### src/rtl/alu_pkg.sv
// Shared types for the ALU issue stage: op-select encodings and the command record.
package alu_pkg;

    localparam logic [1:0] ALU_ADD  = 2'b00;
    localparam logic [1:0] ALU_SUB  = 2'b01;
    localparam logic [1:0] ALU_OR   = 2'b10;
    localparam logic [1:0] ALU_NAND = 2'b11;

    typedef struct packed {
        logic [3:0] a;
        logic [3:0] b;
        logic [1:0] sel;
    } alu_cmd_t;

endpackage

### src/rtl/alu_cmd_fifo.sv
// Command FIFO for the ALU issue stage; full/empty derived from an occupancy count.
module alu_cmd_fifo
    import alu_pkg::*;
#(
    parameter  int DEPTH = 4,
    localparam int AW    = $clog2(DEPTH),
    localparam int CW    = AW + 1
) (
    input  logic          clk,
    input  logic          rst,
    input  logic          push,
    input  logic          pop,
    input  alu_cmd_t      wdata,
    output alu_cmd_t      head,
    output logic [CW-1:0] count,
    output logic          full,
    output logic          empty
);

    logic [AW-1:0] wr_ptr_q, wr_ptr_d;
    logic [AW-1:0] rd_ptr_q, rd_ptr_d;
    logic [CW-1:0] count_q, count_d;
    alu_cmd_t      mem_q [DEPTH];

    // Pointers are exactly AW bits wide, so wrap modulo DEPTH comes for free.
    always_comb begin
        wr_ptr_d = wr_ptr_q;
        rd_ptr_d = rd_ptr_q;
        count_d  = count_q;
        if (push) wr_ptr_d = wr_ptr_q + 1'b1;
        if (pop)  rd_ptr_d = rd_ptr_q + 1'b1;
        case ({push, pop})
            2'b10:   count_d = count_q + 1'b1;
            2'b01:   count_d = count_q - 1'b1;
            default: count_d = count_q;
        endcase
    end

    always_ff @(posedge clk) begin
        if (rst) begin
            wr_ptr_q <= '0;
            rd_ptr_q <= '0;
            count_q  <= '0;
        end else begin
            wr_ptr_q <= wr_ptr_d;
            rd_ptr_q <= rd_ptr_d;
            count_q  <= count_d;
        end
    end

    // Storage needs no reset: the head is masked whenever the FIFO is empty.
    always_ff @(posedge clk) begin
        if (push) mem_q[wr_ptr_q] <= wdata;
    end

    assign count = count_q;
    assign full  = (count_q == CW'(DEPTH));
    assign empty = (count_q == '0);
    assign head  = empty ? '0 : mem_q[rd_ptr_q];

endmodule

### src/rtl/alu_issue.sv
// Issue stage around an external combinational 4-bit ALU: buffers commands,
// drives the FIFO head onto the ALU and registers its result for a consumer.
module alu_issue
    import alu_pkg::*;
#(
    parameter  int DEPTH = 4,
    localparam int CW    = $clog2(DEPTH) + 1
) (
    input  logic          clk,
    input  logic          rst,
    input  logic          in_valid,
    output logic          in_ready,
    input  logic [3:0]    in_a,
    input  logic [3:0]    in_b,
    input  logic [1:0]    in_sel,
    output logic [3:0]    alu_a,
    output logic [3:0]    alu_b,
    output logic [1:0]    alu_sel,
    input  logic [3:0]    alu_out,
    input  logic          alu_c,
    output logic          res_valid,
    input  logic          res_ready,
    output logic [3:0]    res_data,
    output logic          res_c,
    output logic [1:0]    res_sel,
    output logic [CW-1:0] count
);

    alu_cmd_t   in_cmd, head;
    logic       full, empty, push, pop;
    logic       res_valid_q, res_valid_d;
    logic [3:0] res_data_q, res_data_d;
    logic       res_c_q, res_c_d;
    logic [1:0] res_sel_q, res_sel_d;

    assign in_cmd   = '{a: in_a, b: in_b, sel: in_sel};
    // in_ready ignores a same-cycle pop to keep it off the consumer's ready path.
    assign in_ready = !full;
    assign push     = in_valid && !full;
    assign pop      = !empty && (!res_valid_q || res_ready);

    alu_cmd_fifo #(.DEPTH(DEPTH)) u_fifo (
        .clk   (clk),
        .rst   (rst),
        .push  (push),
        .pop   (pop),
        .wdata (in_cmd),
        .head  (head),
        .count (count),
        .full  (full),
        .empty (empty)
    );

    assign alu_a   = head.a;
    assign alu_b   = head.b;
    assign alu_sel = head.sel;

    always_comb begin
        res_valid_d = res_valid_q;
        res_data_d  = res_data_q;
        res_c_d     = res_c_q;
        res_sel_d   = res_sel_q;
        if (pop) begin
            res_valid_d = 1'b1;
            res_data_d  = alu_out;
            res_c_d     = alu_c;
            res_sel_d   = head.sel;
        end else if (res_valid_q && res_ready) begin
            res_valid_d = 1'b0;
        end
    end

    always_ff @(posedge clk) begin
        if (rst) begin
            res_valid_q <= 1'b0;
            res_data_q  <= '0;
            res_c_q     <= 1'b0;
            res_sel_q   <= '0;
        end else begin
            res_valid_q <= res_valid_d;
            res_data_q  <= res_data_d;
            res_c_q     <= res_c_d;
            res_sel_q   <= res_sel_d;
        end
    end

    assign res_valid = res_valid_q;
    assign res_data  = res_data_q;
    assign res_c     = res_c_q;
    assign res_sel   = res_sel_q;

endmodule

### config.mk
export PLATFORM = sky130hd
export DESIGN_NAME = alu_issue
export DESIGN_NICKNAME = d
export VERILOG_FILES = /design/src/rtl/alu_pkg.sv /design/src/rtl/alu_cmd_fifo.sv /design/src/rtl/alu_issue.sv
export SDC_FILE = /design/constraint.sdc
export NUM_CORES = 1
export LEC_CHECK = 0
export ABC_AREA = 0
export CORE_AREA = 10 10 87 89
export CTS_CLUSTER_DIAMETER = 40
export DETAILED_ROUTE_END_ITERATION = 10
export DIE_AREA = 0 0 97 99
export PLACE_DENSITY = 0.68
export SLEW_MARGIN = 25
export SYNTH_ARGS = -nofsm -noshare
export SYNTH_HDL_FRONTEND = slang
export SYNTH_SLANG_ARGS = --single-unit
### constraint.sdc
create_clock -name clk -period 3.1 [get_ports clk]
set_clock_uncertainty 0.1 [all_clocks]
set_input_delay 0.62 -clock clk [delete_from_list [all_inputs] [get_ports clk]]
set_output_delay 0.62 -clock clk [all_outputs]
set_load 0.05 [all_outputs]
* Word level (Yosys, flattened, before mapping)
Memory sizes are Yosys's and may differ from the RTL's. A register that Yosys moved wholly into a read port is not among the register bits.
Cells that the tools add are included.
Widths: inputs -> output; s select.
** Storage, ports and cells
- Bits in registers :: 15
- RAM bits :: 40
- Bits of input ports :: 19
- Memories kept :: 1
** Memory list
- u_fifo.mem_q :: depth 4, width 10, rd ports 1, clocked after memory_dff 1, wr ports 1, RTL line alu_cmd_fifo.sv:23 : alu_cmd_t mem_q [DEPTH];
** Operators by class
- Add/sub/neg operators :: 4
- Equal/unequal tests :: 3
- Mux-type cells :: 8
- Reduce and logical (&&, ||, !) cells :: 10
** Operator list (count)
- $mux 10 :: 1
- $pmux 3 s2 :: 1
- $add 2x1->2 const B :: 2
- $mux 1 :: 4
- $mux 2 :: 2
- $reduce_bool 2->1 :: 2
- $add 3x1->3 const B :: 1
- $eq 3x3->1 const B :: 1
- $logic_and 1x1->1 :: 3
- $logic_not 1->1 :: 3
- $logic_not 3->1 :: 1
- $sub 3x1->3 const B :: 1
- $eq 2x1->1 const B :: 1
- $eq 2x2->1 const B :: 1
- $logic_or 1x1->1 :: 1

* Logic depth before layout (Yosys ltp)
Gate-level depths: netlist (run 1).
- Word-level depth :: 5
- Depth in mapped cells :: 9
- Gate-level depth less buffers :: 8

* Cells and area by module
From an unflattened synthesis (run 1), not the netlist that was laid out.
** Unflattened totals
- Cells, all modules :: 146
- Area, all modules :: 2402.3 um^2
** By module, submodules not included
- alu_cmd_fifo :: instances 1, cells an instance 110, area each 2026.9 um^2, seq. area each 1381.3 um^2
- alu_issue :: instances 1, cells an instance 36, area each 375.4 um^2, seq. area each 160.2 um^2

* Least setup slack after synthesis (run 1)
Ideal clock, no wire load.
- Path type :: register to register
- From :: register u_fifo.count_q[2] (netlist: u_fifo.count[2])
- To :: register u_fifo.count_q[2] (netlist: u_fifo.count[2])
- Setup time :: 0.070 ns
- Arrival :: 2.640 ns
- Required time :: 2.930 ns
- Setup slack :: 0.290 ns
- Cell stages (with the launch flop) :: 10
- Buffers on the path :: 1
- Clock period less this slack :: 2.810 ns
- Path through :: dfxtp_1 > or3b_1 > buf_2 > nand2_1 > ha_1 > inv_1 > fa_1 > xor2_1 > or3_2 > a21oi_1
** On the way
- Word-level cells in the longest chain between the ends :: 5
- Elaborated cells between the ends (all ways) :: 12
** Ends and longest elaborated chain
- start: declaration :: RTL line alu_cmd_fifo.sv:22 : logic [CW-1:0] count_q, count_d;
- start signal: assignment :: RTL line alu_cmd_fifo.sv:47 : count_q <= count_d;
- $eq 3x3->1 (*) :: RTL line alu_cmd_fifo.sv:57 : assign full = (count_q == CW'(DEPTH));
- $logic_not 1->1 (*)
- via in_ready :: RTL line alu_issue.sv:12 : output logic in_ready,
- $logic_and 1x1->1 (*) :: RTL line alu_issue.sv:39 : assign push = in_valid && !full;
- $eq 2x1->1 / $eq 2x2->1 (equally long branches) :: RTL line alu_cmd_fifo.sv:32 : case ({push, pop})
- $pmux 3 s2 / $reduce_bool 2->1 (equally long branches)
Mark *: on every way through the listed nets, which the timed path passes. The rest lies on a longest branch.
A chain may end at the register's enable or synchronous reset.

==> impl_metrics.py, run 1 <==
metrics = {
    "timing": {
        "layout_min_cycle_time_ps": 2940,
        "rsz0062_at_grt": "no",
        "timing.slew.headroom_pct": 63.6,
        "clock.fmax_ghz": 0.340,
        "worst_pin_slew_ps": 547,
        "fin_crit_sh_pct": 94.8,
        "tns_ps": 0,
        "slew_viol_final": 0,
        "hold_viol": 0,
        "setup_viol": 0,
    },
    "pwr": {
        "peakVddDrop_mv": 0.397,
        "p_leak_nw": 1.09,
        "p_sw_w": 0.00123,
        "power.internal_w": 0.00192,
        "pwr-share-seq_pct": 32.9,
        "pwr-share-comb_pct": 44.6,
        "powerDensity_mw_per_mm2": 1060,
        "total_power_w": 0.00315,
        "pwr-share-clk_pct": 22.5,
        "switching_share_pct": 39.0,
    },
    "final_layout": {
        "areaGrowthSynthToFinish_pct": 29.5,
        "fillers": 491,
        "finalNetCount": 226,
        "antenna_cells": 0,
        "multi_input_area_sq_um": 681,
        "stdcell_area_sq_mm": 0.00298,
        "regArea_sq_mm": 0.00154,
        "drive_gt1_share_pct": 17.1,
    },
    "logic_synthesis": {
        "yosysTopAreaCell": "edfxtp_1",
        "syn_area_per_cell_sq_um": 14.8,
        "synth_top_area_share_pct": 52.2,
        "syn-cell-area_sq_mm": 0.00230,
        "yosysUniqueCellTypes": 29,
        "synthTopCellsByArea": "edfxtp_1 52%, dfxtp_1 15%, mux4_2 9.8%",
        "ys_warn_count": 0,
        "synth_nets": 180,
        "ys_ff_latch": 57,
        "ys_seq_area_share_pct": 67.0,
        "netlist_instances": 155,
    },
    "detailed_routing": {
        "vias": 1376,
        "viasPerCell": 4.91,
        "dr.first_iter.drc_count": 52,
        "wl_per_cell_microns": 16.7,
        "drtPass1Iterations": 5,
        "wl_mm": 4.69,
        "postRouteAntennaNets": 0,
        "drc": 0,
    },
    "global_route": {
        "globalRoute.busiestLayer": "met2",
        "antenna_found_initial": 0,
        "grt_use_total_pct": 10.0,
        "grt_max_degree": 12,
        "grt_pass1_vias": 1467,
        "use_met2_pct": 17.7,
        "grt_pass1_wl_mm": 7.49,
        "grtUsageMet3_pct": 3.28,
        "grt_overflow": 0,
        "met1_usage_pct": 10.1,
    },
    "critical_path": {
        "cp_max_fo": 10,
        "start_kind": "flip-flop",
        "end_kind": "output pin",
        "max_stage_delay_ps": 690,
        "cpMaxStageDelayCell": "clkdlybuf4s50_1",
        "cp_data_required_time_ps": 2380,
        "rr_worst_depth": 8,
        "arrival_ps": 2220,
        "r2r-start": "u_fifo.count[2]",
        "rrSetupSlack_ps": 560,
        "critPathTopFamily": "buffers and inverters",
        "reg2reg_to": "u_fifo.count[2]",
        "crit_buf_inv": 1,
        "path_cells": "mux4_2 > and2_1 > clkdlybuf4s50_1",
        "critical_path_class": "reg -> out",
    },
    "placed_design": {
        "dp_hpwl_mm": 3.19,
        "gp_congestion": 0.779,
        "placed_area_sq_mm": 0.00277,
        "portBuffers": 40,
    },
    "cts": {
        "root_buffer": "clkbuf_8",
        "postCtsHoldBufs": 0,
        "cts_tree": "done",
        "clk-insertion-delay-late_ps": 320,
        "ctsHtreeMaxLevel": 3,
        "cts_buffer_depth": 2,
        "cts_sinks": 57,
        "numCtsBuffers": 9,
        "cts_resized": 0,
        "clk_pin_slew_ps": 60,
        "postCtsSetupBuffers": 0,
    },
    "floorplanning": {
        "start_util_pct": 39.3,
        "row_count": 28,
        "die_x_microns": 97,
        "ioPinCount": 41,
        "core-area_sq_mm": 0.00585,
        "die_y_microns": 99,
        "die-area_sq_mm": 0.00960,
    },
    "hold_path": {
        "min_path_cells": 2,
        "hp-class": "reg -> reg",
        "hp-start": "res_sel[0]",
        "holdPathEnd": "res_sel[0]",
    },
    "run_status": {
        "run_status": "finished, final reports clean",
    },
    "run": {
        "maxCapViolCount": 0,
    },
}
[synth_stat cells]
| cell | number |
|---|---|
| edfxtp_1 | 40 |
| dfxtp_1 | 17 |
| a21oi_1 | 14 |
| and2_1 | 10 |
| mux4_2 | 10 |
| nand3_1 | 9 |
| o21ai_0 | 9 |
| inv_1 | 6 |
| clkbuf_1 | 5 |
| ha_1 | 5 |
| nor2_1 | 5 |
| and3_1 | 4 |
| a21o_1 | 2 |
| buf_1 | 2 |
| or3_1 | 2 |
| xor2_1 | 2 |
| a311oi_2 | 1 |
| a31o_1 | 1 |
| buf_2 | 1 |
| buf_4 | 1 |
| buf_6 | 1 |
| clkbuf_2 | 1 |
| fa_1 | 1 |
| nand2_1 | 1 |
| nand2b_1 | 1 |
| nor2b_1 | 1 |
| nor3_1 | 1 |
| or3_2 | 1 |
| or3b_1 | 1 |
[layer usage]
metal / share of wire (%) / wire, microns
met5: 0 / 0
met4: 2.2 / 102
met3: 3.7 / 172
met2: 54 / 2530
met1: 40 / 1880
[power groups by stage]
stage               combinational [W]  clock [W]  sequential, W
CTS                           0.00143   0.000725        0.00104
floorplan                    0.000845          0        0.00119
global placement              0.00141          0        0.00105
detailed placement            0.00142          0        0.00105
global route                  0.00151   0.000760        0.00105
finish                        0.00140   0.000708        0.00104
[kinds of logic after synthesis]
group / synth area share, %
AO/OA/AOI/OAI: 6.69
XOR/XNOR: 0.762
adder cells (fa/ha/maj): 3.59
buffers and inverters: 3.37
flip-flops: 67.0
multiplexers: 9.79
AND/OR/NAND/NOR: 8.76
[stage by stage]
| step | setup slack [ps] | util [%] | hold slack [ps] | std cells |
|---|---|---|---|---|
| floorplan | 290 | - | 417 | 155 |
| global placement | 287 | 47.4 | 362 | 265 |
| detailed placement | 249 | 47.4 | 369 | 265 |
| CTS | 27.9 | 50.8 | 377 | 280 |
| global route | 82.1 | 50.9 | 399 | 280 |
| finish | 162 | 50.9 | 375 | 280 |
[worst reg2reg max path: cells and delay by family (launching register included)]
family	cells	cell delay, ps
and+or+nand+nor	3	1050
adders and majority gates	2	560
DFF	1	400
xor gates and xnor gates	1	160
AOI/OAI and AO/OA	1	150
buffers and inverters	1	60
[sequential cells by signal (all words and copies together) (netlist names), named ones only]
name,flops
res_valid,1
res_data,4
res_sel,2
u_fifo.wr_ptr_q,2
u_fifo.rd_ptr_q,2
u_fifo.count,3
res_c,1
u_fifo.mem_q,40
[final cells by class]
| cell class | count | area share (%) |
|---|---|---|
| inverter | 6 | 0.756 |
| tap | 75 | 3.15 |
| clock inverter | 4 | 2.31 |
| multi-input combinational | 81 | 22.8 |
| clock buffer | 11 | 4.41 |
| sequential | 57 | 51.7 |
| timing repair buffer | 46 | 14.8 |
[how the worst max path moves through the flow]
stage	startpoint	endpoint	cells after the start	slack [ps]
floorplan	u_fifo.count[2]	u_fifo.count[2]	9	290
global placement	res_ready	u_fifo.count[2]	9	290
detailed placement	res_ready	u_fifo.count[2]	9	250
CTS	flip-flop	alu_a[0]	4	30
global route	flip-flop	alu_a[2]	3	80
finish	flip-flop	alu_a[2]	3	160
[layout by cell type, fill, tap and decap left out]
cell type	Yosys	final
or3b_1	1	1
nor2_1	5	5
nand3_1	9	9
a311oi_2	1	1
xor2_1	2	2
o21ai_0	9	9
and3_1	4	4
or3_1	2	2
clkinv_1	0	1
buf_4	1	11
dfxtp_1	17	17
nor2b_1	1	1
dlymetal6s2s_1	0	3
a21o_1	2	2
clkinv_2	0	1
ha_1	5	5
or3_2	1	1
clkbuf_8	0	9
edfxtp_1	40	40
clkdlybuf4s50_1	0	32
and2_1	10	10
nand2_1	1	1
fa_1	1	1
bufinv_16	0	2
nor3_1	1	1
a21oi_1	14	14
inv_1	6	6
nand2b_1	1	1
mux4_2	10	10
a31o_1	1	1
clkbuf_1	5	2
Note: power is estimated with default switching activity, not from simulation.
==> run 2: changes to the inputs <==
- CORE_AREA: 10 10 87 89 -> 10 10 89 91
- DIE_AREA: 0 0 97 99 -> 0 0 99 101
- PLACE_DENSITY: 0.68 -> 0.69
- SYNTH_HIERARCHICAL: unset -> 1
- clock period: 3.1 -> 2.65 ns (I/O delays scaled with it)
==> run 2 against run 1 <==
  * Wire length down 8.8%
  * Global-route usage down 1.1 points
  * Via count down 7.3%
  * Register-to-register slack worse by 40 ps
  * Critical endpoint is now in_ready
  * Largest cell class unchanged
==> impl_metrics.py, run 2 <==
metrics = {
    "run_status": {
        "run_status": "finished, final reports clean",
    },
    "detailed_routing": {
        "wl_per_cell_microns": 15.2,
        "drtPass1Iterations": 4,
        "vias": 1275,
        "drc": 0,
        "viasPerCell": 4.52,
        "dr.first_iter.drc_count": 46,
        "wl_mm": 4.27,
        "postRouteAntennaNets": 0,
    },
    "final_layout": {
        "final_core_util_pct": 49.7,
        "mostFrequentLayoutCells": "40 x edfxtp_1, 30 x clkdlybuf4s50_1, 19 x buf_4, 17 x dfxtp_1, 14 x nand2b_1",
        "antenna_cells": 0,
        "drive_gt1_share_pct": 25.9,
        "finalNetCount": 225,
        "final_common_cell": "edfxtp_1",
        "largest_register": "u_fifo/mem_q",
        "areaGrowthSynthToFinish_pct": 28.3,
        "largest_reg_flops": 40,
    },
    "global_route": {
        "grt_use_total_pct": 8.92,
        "grt_max_degree": 24,
        "antenna_found_initial": 0,
        "grt_pass1_wl_mm": 6.70,
        "grt_overflow": 0,
        "globalRoute.busiestLayer": "met2",
        "met1_usage_pct": 9.23,
        "grtUsageMet3_pct": 3.22,
        "grt_pass1_vias": 1300,
        "use_met2_pct": 14.8,
    },
    "cts": {
        "cts_resized": 0,
        "cts_buffer_depth": 2,
        "cts_tree": "done",
        "clk_pin_slew_ps": 60,
        "numCtsBuffers": 9,
        "root_buffer": "clkbuf_8",
        "ctsHtreeMaxLevel": 3,
        "postCtsSetupBuffers": 0,
        "clk-insertion-delay-late_ps": 320,
        "cts_sinks": 57,
        "postCtsHoldBufs": 0,
    },
    "floorplanning": {
        "ioPinCount": 41,
        "die_y_microns": 101,
        "row_count": 29,
        "core-area_sq_mm": 0.00620,
        "start_util_pct": 38.7,
        "die_x_microns": 99,
        "die-area_sq_mm": 0.0100,
    },
    "pwr": {
        "pwr-share-comb_pct": 47.8,
        "p_leak_nw": 1.13,
        "switching_share_pct": 39.6,
        "p_sw_w": 0.00147,
        "pwr-share-seq_pct": 32.7,
        "power.internal_w": 0.00225,
        "peakVddDrop_mv": 0.504,
        "powerDensity_mw_per_mm2": 1210,
        "pwr-share-clk_pct": 19.5,
    },
    "critical_path": {
        "worstSetupStartpoint": "u_fifo/count[0]",
        "arrival_ps": 1910,
        "rr_worst_depth": 10,
        "cp_common_cell": "inv_1",
        "r2r-start": "u_fifo/count[0]",
        "cp-endpoint": "in_ready",
        "cpMaxStageDelayCell": "clkdlybuf4s50_1",
        "path_cells": "inv_1 > and3_1 > inv_1 > clkdlybuf4s50_1",
        "max_stage_delay_ps": 790,
        "rrSetupSlack_ps": 520,
        "cp_data_required_time_ps": 2020,
        "cp_max_fo": 4,
        "critical_path_class": "reg -> out",
        "start_kind": "flip-flop",
        "end_kind": "output pin",
        "reg2reg_to": "u_fifo/count[2]",
    },
    "logic_synthesis": {
        "yosysTopAreaCell": "edfxtp_1",
        "ys_warn_count": 6,
        "ys_seq_area_share_pct": 64.2,
        "syn_area_per_cell_sq_um": 16.5,
        "synth.most_common_cell": "edfxtp_1",
        "ys_ff_latch": 57,
        "netlist_instances": 146,
        "syn-cell-area_sq_mm": 0.00240,
        "yosysUniqueCellTypes": 25,
        "synthTopCellsByArea": "edfxtp_1 50%, dfxtp_1 14%, mux4_2 9.4%",
        "synth_nets": 171,
        "synth-edff-count": 40,
        "synthFlopType": "edfxtp_1",
        "synth_top_area_share_pct": 50.0,
        "async_flop_share_pct": 0,
        "synth_common_cells": "40 x edfxtp_1, 17 x dfxtp_1, 14 x nand2b_1",
    },
    "run": {
        "maxCapViolCount": 0,
    },
    "timing": {
        "holdWs_ps": 372,
        "slew_viol_final": 0,
        "rsz0062_at_grt": "no",
        "hold_viol": 0,
        "worst_pin_slew_ps": 668,
        "clock.fmax_ghz": 0.393,
        "tns_ps": 0,
        "fin_crit_sh_pct": 96.0,
        "layout_min_cycle_time_ps": 2540,
        "final.setup.worst_slack_ps": 106,
        "setup_viol": 0,
        "timing.slew.headroom_pct": 55.3,
    },
    "placed_design": {
        "gp_congestion": 0.739,
        "pre_cts_ws_ps": 39.2,
        "portBuffers": 40,
        "dp_hpwl_mm": 2.92,
    },
    "hold_path": {
        "min_path_cells": 2,
        "hp-class": "reg -> reg",
    },
}
run 2: area by class of cell:
type	instances	area, sq um
flip-flops and latches	57	1540
inverters	7	26.3
well taps	77	96.3
repair buffers	49	443
clock buffers	11	131
multi-input cells	76	798
clock inverters	5	46.3
fillers	520	3120
run 2: how the worst min path moves through the flow:
stage / from / end / slack (ps)
5_1_grt: res_data[2] / res_data[2] / 400
6_report: res_data[1] / res_data[1] / 370
3_5_place_dp: res_data[0] / res_data[0] / 360
3_3_place_gp: res_data[3] / res_data[3] / 360
4_1_cts: res_data[1] / res_data[1] / 380
2_1_floorplan: u_fifo/rd_ptr_q[1] / flip-flop / 380
run 2: power groups by stage:
stage	logic, W	registers [W]	clock network (W)
floorplan	0.00114	0.00141	0
global placement	0.00180	0.00123	0
detailed placement	0.00181	0.00124	0
CTS	0.00182	0.00122	0.000749
global route	0.00190	0.00124	0.000791
finish	0.00178	0.00122	0.000727
run 2: worst max-delay path, delay by kind of cell, from the launching register on:
kind / cells / cell delay [ps]
buffers and inverters: 3 / 960
flip-flops: 1 / 440
AND/OR/NAND/NOR: 1 / 190
run 2: logic make-up after synthesis:
logic type,count (synthesis),synth area share (%)
DFF,57,64.2
and+or+nand+nor,43,14.2
muxes,18,12.7
buffers and inverters,13,2.86
adders and majority gates,6,3.44
xor gates and xnor gates,5,1.82
AOI/OAI and AO/OA,4,0.833
run 2: routing by layer:
| layer | part of all wire (%) | vias up |
|---|---|---|
| met1 | 40 | 617 |
| met5 | 0 | - |
| met4 | 2.0 | 0 |
| li1 | - | 626 |
| met3 | 4.7 | 6 |
| met2 | 54 | 26 |
run 2: metrics by stage:
stage / instances / power [W] / instance area, sq um
3_3_place_gp: 266 / 0.00304 / 2910
5_1_grt: 282 / 0.00393 / 3080
4_1_cts: 282 / 0.00379 / 3080
3_5_place_dp: 266 / 0.00304 / 2910
2_1_floorplan: 146 / 0.00255 / 2400
6_report: 282 / 0.00373 / 3080
